===== config.mk =====
export PLATFORM = sky130hd
export DESIGN_NAME = pos_entry_ctrl_flat
export DESIGN_NICKNAME = d
export VERILOG_FILES = /design/src/rtl/pos_entry_ctrl_if.sv /design/src/rtl/pos_entry_ctrl.sv /design/src/flat_wrapper.sv
export SDC_FILE = /design/constraint.sdc
export NUM_CORES = 1
export LEC_CHECK = 0
export ABC_AREA = 1
export CAP_MARGIN = 20
export CELL_PAD_IN_SITES_DETAIL_PLACEMENT = 1
export CELL_PAD_IN_SITES_GLOBAL_PLACEMENT = 1
export CORE_AREA = 2 2 174 159
export CTS_CLUSTER_SIZE = 30
export DETAILED_ROUTE_END_ITERATION = 6
export DIE_AREA = 0 0 176 161
export PLACE_DENSITY = 0.81
export SLEW_MARGIN = 10
export SYNTH_ARGS = -nofsm -noshare
export SYNTH_HDL_FRONTEND = slang
export SYNTH_SLANG_ARGS = --single-unit
export TNS_END_PERCENT = 1

===== constraint.sdc =====
create_clock -name clk -period 6.9 [get_ports clk]
set_clock_uncertainty 0.15 [all_clocks]
set_input_delay 1.38 -clock clk [delete_from_list [all_inputs] [get_ports clk]]
set_output_delay 1.38 -clock clk [all_outputs]
set_load 0.05 [all_outputs]

===== src/rtl/pos_entry_ctrl_if.sv =====
// Keypad sequencer bus: cursor/select inputs from the cursor controller and
// entry/total outputs toward the display and receipt logic.
interface pos_entry_ctrl_if #(
  parameter int DIGITS  = 6,
  parameter int TOTAL_W = 24
);
  logic [3:0]          cursor_x;
  logic [3:0]          cursor_y;
  logic                btn_sel;
  logic [4*DIGITS-1:0] entry_bcd;
  logic [7:0]          qty_bcd;
  logic [TOTAL_W-1:0]  total;
  logic [7:0]          item_cnt;
  logic [2:0]          state;
  logic                busy;
  logic                total_valid;
  logic                ovf;
  logic                err;

  modport master (
    output cursor_x, cursor_y, btn_sel,
    input  entry_bcd, qty_bcd, total, item_cnt, state, busy, total_valid, ovf, err
  );

  modport slave (
    input  cursor_x, cursor_y, btn_sel,
    output entry_bcd, qty_bcd, total, item_cnt, state, busy, total_valid, ovf, err
  );
endinterface


===== src/rtl/pos_entry_ctrl.sv =====
// POS keypad entry sequencer: decodes the 4x4 grid key on each select press,
// builds a BCD price and quantity, and commits price*qty into a binary total.
module pos_entry_ctrl #(
  parameter int DIGITS  = 6,
  parameter int TOTAL_W = 24
) (
  input  logic             clk,
  input  logic             rst,
  pos_entry_ctrl_if.slave  bus
);
  localparam int EW    = 4 * DIGITS;
  localparam int SUM_W = ((EW > TOTAL_W) ? EW : TOTAL_W) + 1;

  localparam logic [3:0] K_00  = 4'd10;
  localparam logic [3:0] K_CLR = 4'd11;
  localparam logic [3:0] K_DEL = 4'd12;
  localparam logic [3:0] K_ADD = 4'd13;
  localparam logic [3:0] K_QTY = 4'd14;
  localparam logic [3:0] K_ENT = 4'd15;

  typedef enum logic [2:0] {
    S_ENTRY = 3'd0, S_QTY = 3'd1, S_CONV = 3'd2, S_MUL = 3'd3, S_TOTAL = 3'd4
  } state_t;

  state_t             state_q, state_d;
  logic               btn_d_q, btn_d_d;
  logic [EW-1:0]      entry_q, entry_d;
  logic [7:0]         qty_q, qty_d;
  logic [TOTAL_W-1:0] total_q, total_d;
  logic [7:0]         item_q, item_d;
  logic               ovf_q, ovf_d;
  logic               err_q, err_d;
  logic [EW-1:0]      acc_q, acc_d;
  logic [7:0]         idx_q, idx_d;
  logic [6:0]         mul_q, mul_d;
  logic               to_total_q, to_total_d;

  logic               key_ok_s;
  logic [3:0]         key_s;
  logic [3:0]         dig_s;
  logic [SUM_W-1:0]   sum_s;
  logic               commit_ok_s;

  // Number of significant price digits (position of highest non-zero nibble).
  function automatic logic [7:0] digit_count(input logic [EW-1:0] v);
    logic [7:0] n;
    n = 8'd0;
    for (int i = 0; i < DIGITS; i++) begin
      if (v[4*i +: 4] != 4'd0) n = 8'(i + 1);
      else n = n;
    end
    return n;
  endfunction

  function automatic logic [6:0] qty_to_bin(input logic [7:0] q);
    return 7'(q[7:4]) * 7'd10 + 7'(q[3:0]);
  endfunction

  // Key decode, current conversion digit and saturating-add operand.
  always_comb begin
    key_ok_s = ~bus.btn_sel & btn_d_q & (bus.cursor_x < 4'd4) & (bus.cursor_y < 4'd4);
    case ({bus.cursor_y[1:0], bus.cursor_x[1:0]})
      4'd0:    key_s = 4'd1;
      4'd1:    key_s = 4'd2;
      4'd2:    key_s = 4'd3;
      4'd3:    key_s = K_CLR;
      4'd4:    key_s = 4'd4;
      4'd5:    key_s = 4'd5;
      4'd6:    key_s = 4'd6;
      4'd7:    key_s = K_DEL;
      4'd8:    key_s = 4'd7;
      4'd9:    key_s = 4'd8;
      4'd10:   key_s = 4'd9;
      4'd11:   key_s = K_ADD;
      4'd12:   key_s = 4'd0;
      4'd13:   key_s = K_00;
      4'd14:   key_s = K_QTY;
      4'd15:   key_s = K_ENT;
      default: key_s = 4'd0;
    endcase
    dig_s = 4'd0;
    for (int i = 0; i < DIGITS; i++) begin
      if (idx_q == 8'(i)) dig_s = entry_q[4*i +: 4];
      else dig_s = dig_s;
    end
    sum_s       = SUM_W'(total_q) + SUM_W'(acc_q);
    commit_ok_s = (entry_q != '0) && !((state_q == S_QTY) && (qty_q == 8'd0));
  end

  // Next-state and datapath updates.
  always_comb begin
    state_d    = state_q;
    btn_d_d    = bus.btn_sel;
    entry_d    = entry_q;
    qty_d      = qty_q;
    total_d    = total_q;
    item_d     = item_q;
    ovf_d      = ovf_q;
    err_d      = 1'b0;
    acc_d      = acc_q;
    idx_d      = idx_q;
    mul_d      = mul_q;
    to_total_d = to_total_q;
    case (state_q)
      S_ENTRY, S_QTY: begin
        if (key_ok_s) begin
          case (key_s)
            K_CLR: begin
              entry_d = '0;
              qty_d   = 8'd0;
              state_d = S_ENTRY;
            end
            K_DEL: begin
              if (state_q == S_ENTRY) entry_d = {4'd0, entry_q[EW-1:4]};
              else qty_d = {4'd0, qty_q[7:4]};
            end
            K_QTY: begin
              if ((state_q == S_ENTRY) && (entry_q != '0)) begin
                state_d = S_QTY;
                qty_d   = 8'd0;
              end else begin
                err_d = 1'b1;
              end
            end
            K_ADD, K_ENT: begin
              if ((key_s == K_ENT) && (entry_q == '0)) begin
                state_d = S_TOTAL;
              end else if (commit_ok_s) begin
                state_d    = S_CONV;
                acc_d      = '0;
                idx_d      = 8'(DIGITS - 1);
                mul_d      = (state_q == S_QTY) ? qty_to_bin(qty_q) : 7'd1;
                to_total_d = (key_s == K_ENT);
              end else begin
                err_d = 1'b1;
              end
            end
            K_00: begin
              if (state_q != S_ENTRY) err_d = 1'b1;
              else if (entry_q == '0) entry_d = entry_q;
              else if (digit_count(entry_q) <= 8'(DIGITS - 2)) entry_d = {entry_q[EW-9:0], 8'h00};
              else err_d = 1'b1;
            end
            default: begin
              if (state_q == S_QTY) begin
                if (qty_q[7:4] == 4'd0) qty_d = {qty_q[3:0], key_s};
                else err_d = 1'b1;
              end else if ((entry_q == '0) && (key_s == 4'd0)) begin
                entry_d = entry_q;
              end else if (digit_count(entry_q) < 8'(DIGITS)) begin
                entry_d = {entry_q[EW-5:0], key_s};
              end else begin
                err_d = 1'b1;
              end
            end
          endcase
        end else begin
          err_d = 1'b0;
        end
      end
      S_CONV: begin
        err_d = key_ok_s;
        acc_d = acc_q * EW'(4'd10) + EW'(dig_s);
        if (idx_q == 8'd0) state_d = S_MUL;
        else idx_d = idx_q - 8'd1;
      end
      S_MUL: begin
        err_d = key_ok_s;
        if (sum_s > SUM_W'({TOTAL_W{1'b1}})) begin
          total_d = {TOTAL_W{1'b1}};
          ovf_d   = 1'b1;
        end else begin
          total_d = sum_s[TOTAL_W-1:0];
        end
        mul_d = mul_q - 7'd1;
        // Last repeated add: retire the item and return to entry (or total view).
        if (mul_q == 7'd1) begin
          entry_d = '0;
          qty_d   = 8'd0;
          item_d  = (item_q != 8'hFF) ? item_q + 8'd1 : item_q;
          state_d = to_total_q ? S_TOTAL : S_ENTRY;
        end else begin
          state_d = S_MUL;
        end
      end
      S_TOTAL: begin
        if (key_ok_s && (key_s == K_CLR)) begin
          total_d = '0;
          item_d  = 8'd0;
          ovf_d   = 1'b0;
          state_d = S_ENTRY;
        end else begin
          state_d = S_TOTAL;
        end
      end
      default: state_d = S_ENTRY;
    endcase
  end

  // State and datapath registers.
  always_ff @(posedge clk or posedge rst) begin
    if (rst) begin
      state_q    <= S_ENTRY;
      btn_d_q    <= 1'b1;
      entry_q    <= '0;
      qty_q      <= 8'd0;
      total_q    <= '0;
      item_q     <= 8'd0;
      ovf_q      <= 1'b0;
      err_q      <= 1'b0;
      acc_q      <= '0;
      idx_q      <= 8'd0;
      mul_q      <= 7'd0;
      to_total_q <= 1'b0;
    end else begin
      state_q    <= state_d;
      btn_d_q    <= btn_d_d;
      entry_q    <= entry_d;
      qty_q      <= qty_d;
      total_q    <= total_d;
      item_q     <= item_d;
      ovf_q      <= ovf_d;
      err_q      <= err_d;
      acc_q      <= acc_d;
      idx_q      <= idx_d;
      mul_q      <= mul_d;
      to_total_q <= to_total_d;
    end
  end

  assign bus.entry_bcd   = entry_q;
  assign bus.qty_bcd     = qty_q;
  assign bus.total       = total_q;
  assign bus.item_cnt    = item_q;
  assign bus.state       = state_q;
  assign bus.busy        = (state_q == S_CONV) || (state_q == S_MUL);
  assign bus.total_valid = (state_q == S_TOTAL);
  assign bus.ovf         = ovf_q;
  assign bus.err         = err_q;
endmodule


===== src/flat_wrapper.sv =====
// flat-port wrapper written by rule: the top's interface ports become plain ports
module pos_entry_ctrl_flat 
#(
  parameter int DIGITS  = 6,
  parameter int TOTAL_W = 24
)
  (clk, rst, bus_cursor_x, bus_cursor_y, bus_btn_sel, bus_entry_bcd, bus_qty_bcd, bus_total, bus_item_cnt, bus_state, bus_busy, bus_total_valid, bus_ovf, bus_err);
  pos_entry_ctrl_if #(.DIGITS(DIGITS), .TOTAL_W(TOTAL_W)) bus_i ();
  input  logic clk;
  input  logic rst;
  input wire logic [$bits(bus_i.cursor_x)-1:0] bus_cursor_x;
  input wire logic [$bits(bus_i.cursor_y)-1:0] bus_cursor_y;
  input wire logic [$bits(bus_i.btn_sel)-1:0] bus_btn_sel;
  output wire logic [$bits(bus_i.entry_bcd)-1:0] bus_entry_bcd;
  output wire logic [$bits(bus_i.qty_bcd)-1:0] bus_qty_bcd;
  output wire logic [$bits(bus_i.total)-1:0] bus_total;
  output wire logic [$bits(bus_i.item_cnt)-1:0] bus_item_cnt;
  output wire logic [$bits(bus_i.state)-1:0] bus_state;
  output wire logic [$bits(bus_i.busy)-1:0] bus_busy;
  output wire logic [$bits(bus_i.total_valid)-1:0] bus_total_valid;
  output wire logic [$bits(bus_i.ovf)-1:0] bus_ovf;
  output wire logic [$bits(bus_i.err)-1:0] bus_err;
  assign bus_i.cursor_x = bus_cursor_x;
  assign bus_i.cursor_y = bus_cursor_y;
  assign bus_i.btn_sel = bus_btn_sel;
  assign bus_entry_bcd = bus_i.entry_bcd;
  assign bus_qty_bcd = bus_i.qty_bcd;
  assign bus_total = bus_i.total;
  assign bus_item_cnt = bus_i.item_cnt;
  assign bus_state = bus_i.state;
  assign bus_busy = bus_i.busy;
  assign bus_total_valid = bus_i.total_valid;
  assign bus_ovf = bus_i.ovf;
  assign bus_err = bus_i.err;
  pos_entry_ctrl #(.DIGITS(DIGITS), .TOTAL_W(TOTAL_W)) u_core (.clk(clk), .rst(rst), .bus(bus_i));
endmodule

==> results of run 1 <==
through the flow:
| stage | hold WS [ps] | instance area (um^2) | total power [W] | setup slack, ps | util, % |
|---|---|---|---|---|---|
| 4_1_cts | 381 | 11400 | 0.00128 | 2710 | 42.7 |
| 2_1_floorplan | 303 | 9950 | 0.000724 | 2470 | - |
| 5_1_grt | 414 | 11400 | 0.00131 | 2220 | 42.7 |
| 3_5_place_dp | 360 | 11100 | 0.000746 | 2590 | 41.6 |
| 3_3_place_gp | 349 | 11100 | 0.000743 | 2690 | 41.6 |
| 6_report | 373 | 11400 | 0.00127 | 2720 | 42.7 |
cell families after synthesis:
family	after synthesis	synth area share (%)
compound gates	274	16.9
xor+xnor	26	2.29
fa+ha+maj	88	11.4
buf+inv	208	8.73
flops	110	27.7
simple gates	735	33.0
area by class of cell:
type	count	area share [%]
multi-input cells	1123	55.7
flip-flops and latches	110	24.3
repair buffers	85	7.41
inverters	182	6.11
well taps	354	3.90
clock buffers	11	2.23
clock inverters	5	0.364
Yosys cell counts, types with 5 or more instances:
master	number
a21oi_1	82
o211ai_1	11
nor3_1	15
nand2_2	16
buf_6	6
nand4_1	26
o21ai_1	13
a32o_1	9
o21ai_0	86
inv_2	10
nor4_1	6
o21ai_2	26
nor2_4	7
nor2_1	118
o2bb2ai_1	5
a31o_2	5
clkbuf_1	11
nand3_1	104
a31oi_1	7
nand2_4	5
nand2_1	409
xnor2_1	7
nand3b_1	5
inv_1	168
a21o_1	7
fa_1	5
xor2_1	19
dfrtp_1	109
ha_1	83
or2_2	8
registers in the layout, indices dropped and copies added (netlist names):
| name | cells |
|---|---|
| u_core.bus.state | 3 |
| u_core.mul_q | 7 |
| u_core.bus.ovf | 1 |
| u_core.idx_q | 8 |
| u_core.bus.item_cnt | 8 |
| u_core.bus.err | 1 |
| u_core.acc_q | 24 |
| u_core.bus.qty_bcd | 8 |
| u_core.to_total_q | 1 |
| u_core.bus.total | 24 |
| u_core.bus.entry_bcd | 24 |
| u_core.btn_d_q | 1 |
power by group:
| group | internal, W | switching [W] |
|---|---|---|
| Combinational | 0.0000261 | 0.0000618 |
| Clock | 0.000269 | 0.000270 |
| Sequential | 0.000645 | 0.0000000864 |
per-layer routing:
| metal | part of all wire (%) | track usage, % | vias up |
|---|---|---|---|
| met2 | 49 | 40.8 | 185 |
| li1 | - | - | 4905 |
| met5 | 0 | 0 | - |
| met1 | 46 | 29.4 | 4940 |
| met3 | 2.5 | 2.52 | 52 |
| met4 | 2.7 | 7.25 | 0 |
worst register-to-register path: stages (launching register included):
cell and delay (ps):
dfrtp_1 430, inv_1 150, ha_1 180, inv_1 60, nor3_2 330, nand3_1 120
o211ai_1 100, o21ai_0 100, a21oi_1 130, o22ai_1 80, inv_1 60, ha_1 150
inv_1 60, fa_1 350, inv_1 80, nand2_1 70, nand2_1 80, nand2_1 70
nor2_1 190, nand3_1 160, nor2_1 150, nand2_1 110, nor2_1 170, nand3_1 110
nor2_1 140, nand4_1 100, nand3_1 110, nand2_1 70
final timing paths:
| path | end | slack [ps] |
|---|---|---|
| max | u_core.acc_q[23] | 2720 |
| min | u_core.bus.total[23] | 370 |
| max reg2reg | u_core.acc_q[23] | 2720 |
| min reg2reg | u_core.bus.total[23] | 370 |
| max in group asynchronous | u_core.bus.entry_bcd[9] | 3980 |
| min in group asynchronous | u_core.bus.total[19] | 1310 |
==> results.cfg, run 1 <==
[timing]
finalHoldViolCount = 0
max_freq_mhz = 239
setup-violations-final = 0
fin_crit_ps = 4180
fin_crit_sh_pct = 60.6
slew_viol_final = 0
tns_ps = 0
maxSlewHeadroom_pct = 41.5
worstMarginPinSlew_ps = 878
rsz0062_at_grt = false

[global_route]
grt_antenna_before_repair = 0
grt_pass1_wl_um = 53200
grtUsageTotal_pct = 23.1
gr-total-overflow = 0
grt_max_degree = 65
grt_pass1_vias = 10601

[floorplanning]
dieArea_um2 = 28300
core_um2 = 26600
num_rows = 57
die_w_um = 176
start_util_pct = 37.4
die_h_um = 161
ios = 82

[critical_path]
timing.critical_path.to_type = register
cp.depth = 27
crit_slowest_cell = dfrtp_1
startpoint = u_core.idx_q[0]
worstPathRequired_ps = 7000
path_delay_family = simple AND/OR/NAND/NOR gates
worst-setup-path-type = reg2reg
critPathLaunchType = register
reg2reg_depth = 27
cpPeakStageDelay_ps = 430
path_buf_inv = 5
worstPathArrival_ps = 4280
cp_max_fo = 5
timing.rr.start = u_core.idx_q[0]

[detailed_routing]
drtPass1Iterations = 5
drtIter0Drc = 502
vias = 10082
drt_wl_total_um = 32300
viasPerCell = 5.39
drc = 0
ant_nets = 0
wl_per_cell_um = 17.3

[power_and_ir_drop]
powerDensity_nw_per_um2 = 112
vdd_drop_max_uv = 94.6
p_leak_nw = 5.81

[clock_tree]
ctsHoldBuffers = 0
insertion_delay_ps = 360
ctsHtreeMaxLevel = 3
clock-root-buffer = clkbuf_16
cts_tree = done
postCtsSetupRepairBufs = 0
cts_sinks = 110
cts_made_buffers = 9
cts_resized = 0
path_clk_slew_ps = 80
clockBufferDepth = 2

[synthesis]
netlist_instances = 1441
yosysTopAreaCell = dfrtp_1
ys_warn_count = 0
syn-num-nets = 1540
synth_area_leaders = dfrtp_1, nand2_1, ha_1
netlist.area_leader.share_pct = 27.4
yosysUniqueCellTypes = 58
ys_seq_area_share_pct = 27.7
synth_flop_cell = dfrtp_1
async_reset_ff_share_pct = 100
syn_avg_cell_area_um2 = 6.90
synth_edf_count = 0
ys_seq_elements = 110
syn_area_um2 = 9950

[run_status]
outcome = complete, no violations

[place]
gp_routability_congestion = 0.900
hpwl_um = 25200
dp_cells = 1854
port_buffers = 81

[finish]
multi_input_comb_area_um2 = 6330
final_cell_mix = nand2_1, inv_1, nor2_1
fill_cells = 3430
final_nets = 1610
ff_latch_area_um2 = 2750
fin_cells = 1870
syn_to_final_growth_pct = 14.1
drive_gt1_share_pct = 7.78
antennaDiodeCount = 0
layout_commonest_cell = nand2_1

[min_path]
hold_start = u_core.bus.total[23]
hold_class = reg2reg
min_path_cells = 2

[flow_run]
drv_cap = 0
(Power assumes the default switching activity.)
==> run 2, diff against run 1 <==
==> constraint.sdc (replaced) <==
create_clock -name clk -period 4.2 [get_ports clk]
set_clock_uncertainty 0.15 [all_clocks]
set_input_delay 0.84 -clock clk [delete_from_list [all_inputs] [get_ports clk]]
set_output_delay 0.84 -clock clk [all_outputs]
set_load 0.05 [all_outputs]
==> run 2 against run 1 <==
Net effect:
- global-route usage shrank 0.11 points
- critical endpoint is now u_core.acc_q[20]
- sequential share of layout area shrank 0.21 points
- largest power group unchanged
- largest cell class unchanged
- die area is the same
- sequential power grew 64%
- routed wire length shrank 0.59%
==> results.cfg, run 2 (synthesized netlist as in run 1, its figures left out) <==
[critical_path]
critPathLaunchType = register
cpPeakStageDelay_ps = 440
worstPathArrival_ps = 4050
worst-setup-path-type = reg2reg
worstPathRequired_ps = 4370
crit_top_cell = nand2_1
timing.critical_path.to_type = register
cp_max_fo = 4
crit_slowest_cell = dfrtp_1

[timing]
maxSlewHeadroom_pct = 48.1
worstMarginPinSlew_ps = 776
fin_crit_ps = 3880
max_freq_mhz = 258
setup-violations-final = 0
fin_ws_ps = 322
slew_viol_final = 0
finalHoldViolCount = 0
fin_crit_sh_pct = 92.3
tns_ps = 0

[detailed_routing]
wl_per_cell_um = 17.1
drt_wl_total_um = 32100
drtIter0Drc = 431
met1_length_um = 14500
wl_met2_um = 15900
drc = 0
viasPerCell = 5.39
drtPass1Iterations = 5
dr_wl_met3_um = 1160
dr.max_layer_used = met4
vias = 10120
ant_nets = 0

[place]
pre_cts_ws_ps = 163
gp_routability_congestion = 0.874
dp_cells = 1856
hpwl_um = 25200
port_buffers = 81

[global_route]
grt_pass1_wl_um = 53100
grtUsageTotal_pct = 22.9
grt_antenna_before_repair = 0
grt_max_degree = 50
grt_pass1_vias = 10399
gr-total-overflow = 0

[run_status]
outcome = complete, no violations

[clock_tree]
clock-root-buffer = clkbuf_16
ctsHtreeMaxLevel = 3
path_clk_slew_ps = 90
cts_made_buffers = 9
cts_tree = done
ctsHoldBuffers = 0
clockBufferDepth = 2
cts_sinks = 110
insertion_delay_ps = 370

[floorplanning]
num_rows = 57
die_h_um = 161
ios = 82
core_um2 = 26600
die_w_um = 176
dieArea_um2 = 28300
start_util_pct = 37.4

[power_and_ir_drop]
powerDensity_nw_per_um2 = 185
p_leak_nw = 5.85
vdd_drop_max_uv = 193

[finish]
layout_commonest_cell = nand2_1
antennaDiodeCount = 0
drive_gt1_share_pct = 8.87
final_cell_mix = nand2_1, inv_1, nor2_1
final_nets = 1616
fin_cells = 1876
syn_to_final_growth_pct = 15.1

[flow_run]
drv_cap = 0

[min_path]
hold_class = reg2reg
run 2: where the power goes:
group / switching [W] / internal (W) / leakage [nW]
Clock: 0.000469 / 0.000439 / 0.149
Sequential: 0.000000156 / 0.00106 / 1.34
Combinational: 0.000103 / 0.0000447 / 4.36
run 2: metal layers:
| layer | global-route usage (%) | vias up |
|---|---|---|
| li1 | - | 4934 |
| met1 | 30.1 | 4924 |
| met2 | 39.8 | 220 |
| met3 | 3.30 | 42 |
| met4 | 5.63 | 0 |
| met5 | 0 | - |
run 2: what timing repair did:
action                     4_1_cts  5_1_grt
setup buffers                    0        4
setup endpoints to repair        0       11
gates resized for setup          0       14
run 2: layout make-up:
class                      instances  area [um^2]
clock buffer                      10          239
clock inverter                     6         60.1
fill                            3431        15200
inverter                         182          693
multi-input combinational       1123         6360
sequential                       110         2750
tap                              354          443
timing repair buffer              91          898
run 2: path summary, 6_finish.rpt:
path	slack, ps	from	to	cells past startpoint
worst max-delay path	320	u_core.idx_q[6]	u_core.acc_q[20]	25
worst min-delay path	370	u_core.bus.entry_bcd[7]	u_core.bus.entry_bcd[7]	2
worst max register to register	320	u_core.idx_q[6]	u_core.acc_q[20]	25
worst min register to register	370	u_core.bus.entry_bcd[7]	u_core.bus.entry_bcd[7]	2
max in group asynchronous	2410	rst	u_core.idx_q[2]	3
min in group asynchronous	690	rst	u_core.bus.total[9]	2
run 2: critical path: cells and delay by family (launching register included):
family,cells,cell delay (ps)
AOI/OAI and AO/OA,4,500
adders and majority gates,1,210
buffers and inverters,2,220
DFF,1,440
and+or+nand+nor,18,2300
run 2: stage by stage:
stage               cell area (um^2)  utilization [%]  hold WS, ps  power [W]
floorplan                       9950                -          303    0.00119
detailed placement             11100             41.7          361    0.00123
global route                   11400             43.0          406    0.00218
finish                         11400             43.0          374    0.00211
CTS                            11400             42.8          383    0.00214
global placement               11100             41.7          345    0.00122
==> RTL edit 1, RTL diff (flow settings as in run 2) <==
`TOTAL_W` is set to 24 in 3 places; all go to 28.
--- a/src/rtl/pos_entry_ctrl_if.sv
+++ b/src/rtl/pos_entry_ctrl_if.sv
@@ -3,5 +3,5 @@
 interface pos_entry_ctrl_if #(
   parameter int DIGITS  = 6,
-  parameter int TOTAL_W = 24
+  parameter int TOTAL_W = 28
 );
   logic [3:0]          cursor_x;
--- a/src/rtl/pos_entry_ctrl.sv
+++ b/src/rtl/pos_entry_ctrl.sv
@@ -3,5 +3,5 @@
 module pos_entry_ctrl #(
   parameter int DIGITS  = 6,
-  parameter int TOTAL_W = 24
+  parameter int TOTAL_W = 28
 ) (
   input  logic             clk,
--- a/src/flat_wrapper.sv
+++ b/src/flat_wrapper.sv
@@ -3,5 +3,5 @@
 #(
   parameter int DIGITS  = 6,
-  parameter int TOTAL_W = 24
+  parameter int TOTAL_W = 28
 )
   (clk, rst, bus_cursor_x, bus_cursor_y, bus_btn_sel, bus_entry_bcd, bus_qty_bcd, bus_total, bus_item_cnt, bus_state, bus_busy, bus_total_valid, bus_ovf, bus_err);
Ports: changed (resized bus_total); port bits go from 82 to 86. No check against the original RTL was run, so the function may have changed too.
==> RTL edit 1 against run 2 <==
First-iteration DRC count grew 38%. Largest cell class unchanged. Combinational power up 50%. Wire length is 8.0% higher. Synthesized cell count increased by 8.2%. Count of clock-buffer cells in the layout rose by 11. Utilization grew 2.5 points. Design area rose by 5.8%. Cell count increased by 7.3%. Sequential cell count rose by 4. Worst setup slack improved by 0.066 ns. Total power rose by 35%. Synthesized area grew 2.3%. Critical path type unchanged.
==> RTL edit 1: results (changes against run 2) <==
* Tot GR Track Use at 24.9% (+2.0 points)
* Final-layout clock-cell area share at 4.98% (+2.4 points)
* Compound-cell area share of the yosys netlist at 14.8% (-2.1 points)
* Worst Tran Pin Value at 0.704 ns (-0.0717 ns)
* Pre-CTS WS at 0.0238 ns (-0.140 ns)
* Status: finished, final reports clean
* CTS H-tree depth at 4 (+1)
* Seq/Total Area, Yosys at 28.1% (+0.37 points)
* Post-DP HPWL at 26.3 mm (+4.4%)
* Port buffer count at 85 (+4.9%)
* NetSw at 0.706 mW (+23%)
* Post-synth top cells: nand2_1, inv_1, nor2_1
* FILL cells at 3483 (+1.5%)
* DR WL/cell at 17.2 µm (+0.62%)
* Synth Area in XOR/XNOR at 1.81% (-0.48 points)
* Post-synthesis instance total at 1559 (+8.2%)
* Largest net degree at the start of global routing at 52 (+4.0%)
* Inverters at 220 (+21%)
* Seq area share at 23.6% (-0.50 points)
* Synth area leaders: dfrtp_1, nand2_1, ha_1, inv_1, nand3_1
* Non-clock buffers at 101 (+11%)
* Clk slew on worst S/H paths at 0.06 ns (-0.03 ns)
* Peak VDD IR at 0.279 mV (+44%)
* Crit-path max FO at 5 (+1)
* Signal buffers share of area at 8.12% (+0.27 points)
* Clock power frac at 53.2% (+10 points)
* Syn nets at 1658 (+7.7%)
* Comb_multi_in at 1193 (+6.2%)
* Design area at 12100 µm² (+5.8%)
RTL edit 1: changes by cell type in the layout (fill, tap and decap cells not counted), sizes merged, moves of 11 or more:
cell,run 2,this run
a21oi,84,95
clkbuf,10,21
inv,185,219
nand2,431,462
nand3,107,125
nor2,129,149
RTL edit 1: worst paths after layout:
| path | startpoint | to | slack (ns) | cells past startpoint |
|---|---|---|---|---|
| max in group asynchronous | rst | u_core.bus.state[1] | 2.41 | 3 |
| max | u_core.idx_q[4] | u_core.acc_q[19] | 0.39 | 24 |
| max reg2reg | u_core.idx_q[4] | u_core.acc_q[19] | 0.39 | 24 |
| min | u_core.bus.total[21] | u_core.bus.total[21] | 0.38 | 2 |
| min in group asynchronous | rst | u_core.bus.total[26] | 0.64 | 2 |
| min reg2reg | u_core.bus.total[21] | u_core.bus.total[21] | 0.38 | 2 |
RTL edit 1: worst max-delay path: cells and delay by family (launching register included):
family | cells | cell delay, ns
simple gates | 16 | 1.88
fa+ha+maj | 2 | 0.60
compound gates | 5 | 0.59
flops | 1 | 0.42
buf+inv | 1 | 0.06
RTL edit 1: per-layer routing:
metal / vias to the layer above / global-route usage (%) / share of wire (%) / routed length, µm
met5: - / 0 / 0 / 0
met4: 0 / 8.15 / 2.1 / 739
met3: 46 / 2.85 / 3.1 / 1070
met2: 239 / 42.9 / 49 / 16800
met1: 5315 / 32.7 / 46 / 16000
li1: 5273 / - / - / -
RTL edit 1: power by group through the flow:
stage | registers (mW) | clock network [mW] | logic [mW]
6_report | 1.11 | 1.52 | 0.222
2_1_floorplan | 1.13 | 0 | 0.155
5_1_grt | 1.11 | 1.58 | 0.250
3_3_place_gp | 1.13 | 0 | 0.212
4_1_cts | 1.11 | 1.53 | 0.222
3_5_place_dp | 1.13 | 0 | 0.219
==> RTL edit 2, RTL diff (flow settings as in run 2) <==
Without the edit above. Make the reset (`rst`) synchronous in one clocked block.
--- a/src/rtl/pos_entry_ctrl.sv
+++ b/src/rtl/pos_entry_ctrl.sv
@@ -199,5 +199,5 @@
 
   // State and datapath registers.
-  always_ff @(posedge clk or posedge rst) begin
+  always_ff @(posedge clk) begin
     if (rst) begin
       state_q    <= S_ENTRY;
Check against the original RTL: differs if rst is asserted again (counterexample within 4 cycles, from zero or initial values and one cycle with rst high); with rst held inactive, the same outputs for 4 cycles.
==> RTL edit 2 against run 2 <==
Worst setup slack worse by 0.026 ns. Synthesized area is 6.6% lower. Via count hardly changed. Wire length is 3.7% lower. Design area is 6.0% lower. Global-route usage is 0.78 points lower. Sequential cell count stayed put. Total power is 1.0% higher. Die area stayed put. Critical path type unchanged. Largest power group unchanged.
==> RTL edit 2: results (changes against run 2) <==
* Status: finished, final reports clean
* Inverters at 197 (+8.2%)
* GPL Wtd Cong at 0.912 (+4.3%)
* Hold Slack at 0.333 ns (-0.0410 ns)
* Share of cells above drive strength 1 at 5.04% (-3.8 points)
* Rel. slew slack at 37.2% (-11 points)
* Synth area leaders: dfxtp_1, nand2_1, ha_1, a21oi_1, inv_1
* Seq/Total Area, Yosys at 23.7% (-4.0 points)
* FILL cells at 3551 (+3.5%)
* Slowest CP cell: dfxtp_1
* Routed wl met2 at 14.7 mm (-7.2%)
* Post-cts gate resize count at 2 (+2)
* Met1 wire length at 14.6 mm (+1.0%)
* Peak VDD IR at 0.188 mV (-2.4%)
* Leakage at 4.79 nW (-18%)
* Met1 GRT Util at 29.1% (-1.0 points)
* # clk buffers at 11 (+1)
* Compound-cell area share of the yosys netlist at 19.2% (+2.3 points)
* DR WL/cell at 16.3 µm (-5.0%)
* Seq area share at 20.5% (-3.6 points)
* Signal buffers share of area at 8.15% (+0.30 points)
* Crit path DAT at 3.97 ns (-0.08 ns)
* Synth unique cells at 50 (-14%)
* Max Freq at 256 MHz (-0.67%)
* Routed length on met3 at 903 µm (-22%)
* GR Util met3 at 2.50% (-0.80 points)
* Multi-input combinational area share at 57.6% (+2.1 points)
* Drt pass-1 iters at 4 (-1)
* Met2 usage at 38.4% (-1.3 points)
* Asr flop ratio synth at 0% (-100 points)
* First-pass GRT wire length at 51.9 mm (-2.2%)
* Largest net degree at the start of global routing at 81 (+62%)
RTL edit 2: kinds of logic (layout without fill, tap and decap cells):
family,count (synthesis),in the layout
AO/OA/AOI/OAI,317,317
XOR/XNOR,26,26
adder cells (fa/ha/maj),88,88
buffers and inverters,234,303
flip-flops,110,110
AND/OR/NAND/NOR,703,703
RTL edit 2: report_power, final:
| group | internal (mW) | switching (mW) | leakage (nW) |
|---|---|---|---|
| clock network | 0.472 | 0.440 | 0.142 |
| logic | 0.0520 | 0.120 | 3.76 |
| registers | 1.05 | 0.00635 | 0.886 |
RTL edit 2: metrics by stage:
stage	utilization [%]	TNS (ns)	cell area [µm²]
2_1_floorplan	-	0	9290
6_report	40.5	0	10800
4_1_cts	40.3	0	10700
5_1_grt	40.5	-0.177	10800
3_3_place_gp	39.1	0	10400
3_5_place_dp	39.2	-0.0926	10400
